**src/rtl/fdiv_seq.sv**
```systemverilog
// fdiv_seq: iterative IEEE-754 single-precision divider, quotient = a / b.
// Restoring radix-2 mantissa division, one quotient bit per clock.
// Truncating rounding, flush-to-zero on denormal inputs and underflow,
// canonical quiet NaN on any invalid result.
//
// Ports:
//   clk     system clock, rising edge
//   rst_n   asynchronous active-low reset
//   start   divide request, sampled only while idle
//   a, b    dividend / divisor, sampled on the accepting edge
//   busy    high while a divide is in flight
//   done    one-cycle pulse, result valid
//   result  quotient, held until the next completion
//
// state | meaning
// IDLE  | waiting for start; specials resolve here in one cycle
// DIV   | 25 restoring-division steps, one quotient bit per clock
// NORM  | normalise quotient, range-check exponent, write result
module fdiv_seq #(
    parameter logic [31:0] QNAN = 32'h7FC0_0000
) (
    input  logic        clk,
    input  logic        rst_n,
    input  logic        start,
    input  logic [31:0] a,
    input  logic [31:0] b,
    output logic        busy,
    output logic        done,
    output logic [31:0] result
);

    typedef enum logic [1:0] {
        IDLE = 2'd0,
        DIV  = 2'd1,
        NORM = 2'd2
    } state_t;

    state_t r_state;
    state_t w_state_nxt;

    logic [24:0] r_rem;
    logic [23:0] r_div;
    logic [24:0] r_q;
    logic [4:0]  r_cnt;
    logic        r_sign;
    logic [9:0]  r_exp;
    logic [31:0] r_result;
    logic        r_done;

    // operand classification
    logic        w_a_zero, w_a_inf, w_a_nan;
    logic        w_b_zero, w_b_inf, w_b_nan;
    logic        w_sign;
    logic [9:0]  w_exp_init;
    logic        w_special;
    logic [31:0] w_special_res;

    assign w_a_zero = (a[30:23] == 8'h00);
    assign w_a_inf  = (a[30:23] == 8'hFF) && (a[22:0] == 23'h0);
    assign w_a_nan  = (a[30:23] == 8'hFF) && (a[22:0] != 23'h0);
    assign w_b_zero = (b[30:23] == 8'h00);
    assign w_b_inf  = (b[30:23] == 8'hFF) && (b[22:0] == 23'h0);
    assign w_b_nan  = (b[30:23] == 8'hFF) && (b[22:0] != 23'h0);

    assign w_sign = a[31] ^ b[31];
    // two's-complement wrap in 10 bits gives the signed biased exponent
    assign w_exp_init = {2'b00, a[30:23]} - {2'b00, b[30:23]} + 10'd127;

    always_comb begin
        w_special     = 1'b1;
        w_special_res = 32'h0;
        if (w_a_nan || w_b_nan) begin
            w_special_res = QNAN;
        end else if ((w_a_zero && w_b_zero) || (w_a_inf && w_b_inf)) begin
            w_special_res = QNAN;
        end else if (w_a_inf || (!w_a_zero && w_b_zero)) begin
            w_special_res = {w_sign, 8'hFF, 23'h0};
        end else if (w_b_inf || w_a_zero) begin
            w_special_res = 32'h0;
        end else begin
            w_special = 1'b0;
        end
    end

    // restoring division step
    logic        w_rem_ge;
    logic [24:0] w_rem_diff;
    logic [24:0] w_rem_nxt;

    assign w_rem_ge   = (r_rem >= {1'b0, r_div});
    assign w_rem_diff = w_rem_ge ? (r_rem - {1'b0, r_div}) : r_rem;
    // partial remainder is always below the divisor here, so the shift cannot overflow
    assign w_rem_nxt  = w_rem_diff << 1;

    // normalisation: quotient lies in [0.5, 2), q[24] marks the >= 1 case
    logic signed [9:0] w_norm_exp;
    logic [22:0]       w_norm_mant;
    logic [31:0]       w_norm_res;

    assign w_norm_exp  = r_q[24] ? r_exp : (r_exp - 10'd1);
    assign w_norm_mant = r_q[24] ? r_q[23:1] : r_q[22:0];

    always_comb begin
        w_norm_res = {r_sign, w_norm_exp[7:0], w_norm_mant};
        if (w_norm_exp >= 10'sd255) begin
            w_norm_res = {r_sign, 8'hFF, 23'h0};
        end else if (w_norm_exp <= 10'sd0) begin
            w_norm_res = 32'h0;
        end
    end

    always_comb begin
        w_state_nxt = r_state;
        case (r_state)
            IDLE: if (start && !w_special) w_state_nxt = DIV;
            DIV:  if (r_cnt == 5'd24)      w_state_nxt = NORM;
            NORM:                          w_state_nxt = IDLE;
            default:                       w_state_nxt = IDLE;
        endcase
    end

    always_ff @(posedge clk or negedge rst_n) begin
        if (!rst_n) begin
            r_state <= IDLE;
        end else begin
            r_state <= w_state_nxt;
        end
    end

    always_ff @(posedge clk or negedge rst_n) begin
        if (!rst_n) begin
            r_rem    <= 25'h0;
            r_div    <= 24'h0;
            r_q      <= 25'h0;
            r_cnt    <= 5'd0;
            r_sign   <= 1'b0;
            r_exp    <= 10'h0;
            r_result <= 32'h0;
            r_done   <= 1'b0;
        end else begin
            r_done <= 1'b0;
            case (r_state)
                IDLE: begin
                    if (start) begin
                        r_sign <= w_sign;
                        r_exp  <= w_exp_init;
                        r_rem  <= {2'b01, a[22:0]};
                        r_div  <= {1'b1, b[22:0]};
                        r_q    <= 25'h0;
                        r_cnt  <= 5'd0;
                        if (w_special) begin
                            r_result <= w_special_res;
                            r_done   <= 1'b1;
                        end
                    end
                end
                DIV: begin
                    r_rem <= w_rem_nxt;
                    r_q   <= {r_q[23:0], w_rem_ge};
                    r_cnt <= r_cnt + 5'd1;
                end
                NORM: begin
                    r_result <= w_norm_res;
                    r_done   <= 1'b1;
                end
                default: ;
            endcase
        end
    end

    assign busy   = (r_state != IDLE);
    assign done   = r_done;
    assign result = r_result;

endmodule

```
**config.mk**
```make
export PLATFORM = sky130hd
export DESIGN_NAME = fdiv_seq
export DESIGN_NICKNAME = d
export VERILOG_FILES = /design/src/rtl/fdiv_seq.sv
export SDC_FILE = /design/constraint.sdc
export NUM_CORES = 1
export LEC_CHECK = 0
export ABC_AREA = 1
export BUFFER_PORTS_ARGS = -buffer_cell sky130_fd_sc_hd__buf_2
export CAP_MARGIN = 20
export CORE_UTILIZATION = 40
export CTS_BUF_LIST = sky130_fd_sc_hd__clkbuf_8
export CTS_CLUSTER_SIZE = 14
export DETAILED_ROUTE_END_ITERATION = 7
export GPL_ROUTABILITY_DRIVEN = 1
export MAX_ROUTING_LAYER = met4
export PLACE_DENSITY_LB_ADDON = 0.1
export SETUP_SLACK_MARGIN = 0.4
export SKIP_CTS_REPAIR_TIMING = 1
export SYNTH_ARGS = -nofsm -noshare
export SYNTH_HDL_FRONTEND = slang
export SYNTH_SLANG_ARGS = --single-unit
```
**constraint.sdc**
```tcl
create_clock -name clk -period 5.5 [get_ports clk]
set_clock_uncertainty 0.05 [all_clocks]
set_input_delay 1.1 -clock clk [delete_from_list [all_inputs] [get_ports clk]]
set_output_delay 1.1 -clock clk [all_outputs]
set_load 0.02 [all_outputs]
```
## Word level (Yosys, flattened, before mapping)

Cells that the tools add are included.

| cells by class | value |
|---|---|
| $add $sub $neg | 5 |
| $mul | 0 |
| div/mod/pow operators | 0 |
| $lt $le $gt $ge | 3 |
| eq/ne operators | 9 |
| shift operators | 0 |
| muxes and demuxes | 27 |
| bitwise gates (word level) | 1 |
| reduce and logical (&&, ||, !) cells | 28 |

Operators with widths:

| operator | number |
|---|---|
| $mux W32 | 7 |
| $pmux W25 S2 | 2 |
| $pmux W32 S2 | 1 |
| $mux W25 | 2 |
| $logic_not A23 Y1 | 2 |
| $reduce_bool A23 Y1 | 2 |
| $ge A25 B24 Y1 | 1 |
| $mux W24 | 1 |
| $sub A24 B24 Y24 | 1 |
| $mux W23 | 1 |
| $eq A8 B8 Y1 const B | 2 |
| $logic_not A8 Y1 | 2 |
| $add A9 B8 Y10 const B | 1 |
| $ge A10 B9 Y1 const B | 1 |
| $le A10 B1 Y1 const B | 1 |
| $mux W10 | 1 |
| $pmux W5 S2 | 1 |
| $sub A10 B1 Y10 const B | 1 |
| $sub A8 B8 Y9 | 1 |
| $logic_and A1 B1 Y1 | 8 |
| $ne A2 B2 Y1 const B | 4 |
| $mux W1 | 6 |
| $reduce_and A2 Y1 | 3 |
| $reduce_bool A2 Y1 | 3 |
| other kinds (13) | 18 |

| storage, ports and cells | value |
|---|---|
| bits in registers | 125 |
| bits in latches | 0 |
| RAM bits | 0 |
| memory bits (read-only) | 0 |
| input bits | 67 |
| output and inout port bits | 34 |
| logic and storage cells | 82 |
| memories | 0 |

## Longest topological paths before layout

| depth | value |
|---|---|
| depth after elaboration | 11 |
| gate-level depth with buffers | 18 |
| depth with buffers taken out | 17 |

## Worst setup path after synthesis

Ideal clock, no wire load.

| timing | value |
|---|---|
| path kind | input port to flip-flop |
| from | input port a[23] |
| to | register r_exp[8] |
| library setup time | 0.117 ns |
| arrival time | 2.604 ns |
| required time | 5.333 ns |
| path slack | 2.729 ns |
| cell stages on the path | 14 |
| path buffers | 0 |
| cell sequence | inv_1 ha_1 inv_1 fa_1 inv_1 ha_1 inv_1 nor2_1 nand3_1 inv_1 a31oi_1 nand2_1 nand2_1 nand2_1 |

| between the ends | value |
|---|---|
| word-level cells in the longest chain between the ends | 2 |

Ends and longest elaborated chain:

| what | RTL line | source |
|---|---|---|
| start, declared | 25 | `input logic [31:0] a,` |
| $sub A8 B8 Y9 | 67 | `assign w_exp_init = {2'b00, a[30:23]} - {2'b00, b[30:23]} + 10'd127;` |
| $add A9 B8 Y10 | 67 |  |
| end signal, assigned | 146 | `r_exp <= w_exp_init;` |
| end, declared | 46 | `logic [9:0] r_exp;` |

Every way passes these cells.
A chain may end at the register's enable or synchronous reset.

## Final worst setup path

| timing | value |
|---|---|
| from | register r_rem[19] |
| to | register r_rem[19] |

| between the ends | value |
|---|---|
| word-level cells in the longest chain between the ends | 3 |

Ends and longest elaborated chain:

| what | RTL line | source |
|---|---|---|
| start, declared | 41 | `logic [24:0] r_rem;` |
| start signal, assigned | 147 | `r_rem <= {2'b01, a[22:0]};` |
| start signal, assigned | 158 | `r_rem <= w_rem_nxt;` |
| $ge A25 B24 Y1 | 90 | `assign w_rem_ge = (r_rem >= {1'b0, r_div});` |
| $mux W24 | 91 | `assign w_rem_diff = w_rem_ge ? (r_rem - {1'b0, r_div}) : r_rem;` |
| $pmux W25 S2 | 142 | `case (r_state)` |

Every way passes these cells.

==> out/metrics.yaml <==
cts:
  clockBufferDepth: 2
  cts_max_level: 4
  cts.clk_slew.worst_paths_ns: 0.08
  clk_latency_ns: 0.45
  cts.sinks: 125
  cts_buffers: 17
  cts-root-buf: "clkbuf_8"
  cts_tree: "yes"
critical_path:
  critPathMaxFanout: 25
  reg2reg_setup_slack_ns: 1.98
  worstReg2RegEnd: "r_rem[19]"
  startpoint_type: "flop"
  arrival_ns: 3.83
  endpoint_kind: "flop"
  required_ns: 5.81
  r2r-start: "r_rem[19]"
  reg2reg_depth: 12
  path_class: "reg2reg"
sta:
  finalCriticalPeriod_ns: 3.52
  drv_slew: 0
  tightest_slew_ns: 1.04
  relSlewSlack: 0.307
  max_clock_freq_ghz: 0.284
  final.setup.tns_ns: 0
  rsz0062_at_grt: "no"
  final-hold-violation-count: 0
  finalSetupViolations: 0
  min_period_over_period: 0.639
route:
  vias_per_cell: 4.86
  ant_nets: 0
  drt-initial-drc-count: 457
  wl_met1_mm: 11.1
  finalWirelength_mm: 21.4
  wire_per_inst_um: 13.7
  dr.pass1.iters: 5
  wl_met2_mm: 9.10
  vias: 7614
  drc: 0
  routed-wl-met3_um: 904
  highest_layer: "met4"
run_status:
  status: "finished, final reports clean"
power:
  total_power_mw: 5.99
  ir_drop_mv: 0.211
  power.density_nw_per_um2: 636
  leakage_nw: 4.96
global_routing:
  antenna_found_initial: 0
  grt_pass1_wl_mm: 36.3
  grt_pass1_vias: 7378
  grt_overflow: 0
  grt.total_usage: 0.221
  grt_max_degree: 64
die:
  die_w_um: 145
  fp.dieH_um: 145
  die-area_um2: 21100
  initial_utilization: 0.408
  core_area_um2: 20200
  ios: 101
  fp-row-count: 52
run:
  maxCapViolCount: 0
synth:
  synth.most_common_cell: "nand2_1"
  synth_ff_type: "dfrtp_1"
  synth_top_area_frac: 0.380
  async_flop_share: 1.00
  synth_nets: 1297
  synthesis.instances: 1192
  synth.ff_latch_count: 125
  synth_top_area_cell: "dfrtp_1"
  synth_area_um2: 8230
  yosysUniqueCellTypes: 40
  yosysSeqAreaShare: 0.380
  avgSynthCellArea_um2: 6.90
  yosysWarnings: 0
  yosys-top-cells-count: "nand2_1 (373), inv_1 (173), dfrtp_1 (125)"
  synthTopCellsByArea: "dfrtp_1 (38%), nand2_1 (17%), inv_1 (7.9%)"
  synth_edf_count: 0
place:
  dpl.hpwl_mm: 16.0
  io_buffers: 100
  routabilityCongestion: 0.911
worst_hold_path:
  min_from: "r_div[23]"
  hold_path.class: "reg2reg"
  min_path_cells: 2
  min_to: "r_div[23]"
cells_and_area:
  diodes: 0
  drive_gt1_frac: 0.127
  syn2layout_area_growth_pct: 14.4
  fin_nets: 1388
[where the power goes]
part | total [mW] | internal (mW) | leakage, nW | switching [mW]
registers | 1.56 | 1.34 | 1.54 | 0.227
clock network | 0.875 | 0.427 | 0.209 | 0.449
logic | 3.55 | 1.25 | 3.21 | 2.29
[logic make-up (layout without fill, tap and decap cells)]
logic type,after synthesis,count (layout),share of synthesized area
AO/OA/AOI/OAI,196,196,0.132
XOR/XNOR,23,23,0.0254
adder cells (fa/ha/maj),38,38,0.0596
buffers and inverters,216,320,0.101
flip-flops,125,125,0.380
multiplexers,1,1,0.00122
AND/OR/NAND/NOR,593,593,0.300
[layout by cell type, fill, tap and decap left out, types with 6 or more instances in the layout]
cell / count
nor2_1: 96
inv_1: 173
o21ai_0: 101
a22oi_1: 7
or2_2: 7
nand3_1: 67
o22ai_1: 25
xor2_1: 13
clkbuf_8: 17
nor3_1: 9
buf_4: 11
ha_1: 36
a21oi_1: 38
nand2_1: 373
buf_2: 99
inv_6: 6
dfrtp_1: 125
xnor2_1: 9
nand4_1: 25
o21bai_1: 7
[stage by stage]
stage | setup slack [ns] | utilization | hold slack [ns] | std cells | area [um^2]
after global placement | 2.11 | 0.446 | 0.391 | 1534 | 8990
after global routing | 1.70 | 0.467 | 0.435 | 1566 | 9410
after floorplan | 2.73 | - | 0.376 | 1192 | 8230
after CTS | 2.03 | 0.467 | 0.414 | 1566 | 9410
final | 1.98 | 0.467 | 0.416 | 1566 | 9410
after detailed placement | 2.03 | 0.446 | 0.395 | 1534 | 8990
[registers in the layout (all words and copies together) (netlist names), 2 cells and up]
| register | cells |
|---|---|
| r_state | 2 |
| r_rem | 25 |
| r_cnt | 5 |
| r_q | 25 |
| r_exp | 10 |
| result | 32 |
| r_div | 24 |
[final cells by class]
class	instances	area (um^2)
fillers	2164	10800
repair buffers	110	578
well taps	270	338
multi-input cells	851	4270
flip-flops and latches	125	3130
inverters	178	668
clock inverters	15	189
clock buffers	17	234
[routing by layer]
| metal | vias up | GRT usage |
|---|---|---|
| met4 | 0 | 0.0579 |
| li1 | 3991 | - |
| met1 | 3421 | 0.313 |
| met3 | 23 | 0.0357 |
| met2 | 179 | 0.327 |
| met5 | - | - |
[critical path, stage by stage, from the launching register on]
cell and delay (ns):
dfrtp_1 0.41, ha_1 0.41, nand2_1 0.12, inv_1 0.08, nand2_1 0.12, nor3_1 0.22, nand4_1 0.54, nand3_1 0.53
buf_4 0.37, nand2_1 0.25, nand2_1 0.11, nand2_1 0.05, a21boi_0 0.16
[worst max-delay path by stage]
stage / start / to
after detailed placement: b[7] / result[23]
final: r_rem[19] / r_rem[19]
after floorplan: a[23] / r_exp[8]
after CTS: r_rem[19] / r_rem[19]
after global placement: r_rem[19] / r_rem[21]
after global routing: r_rem[19] / r_rem[19]
Power figures use the tool's default switching activity.
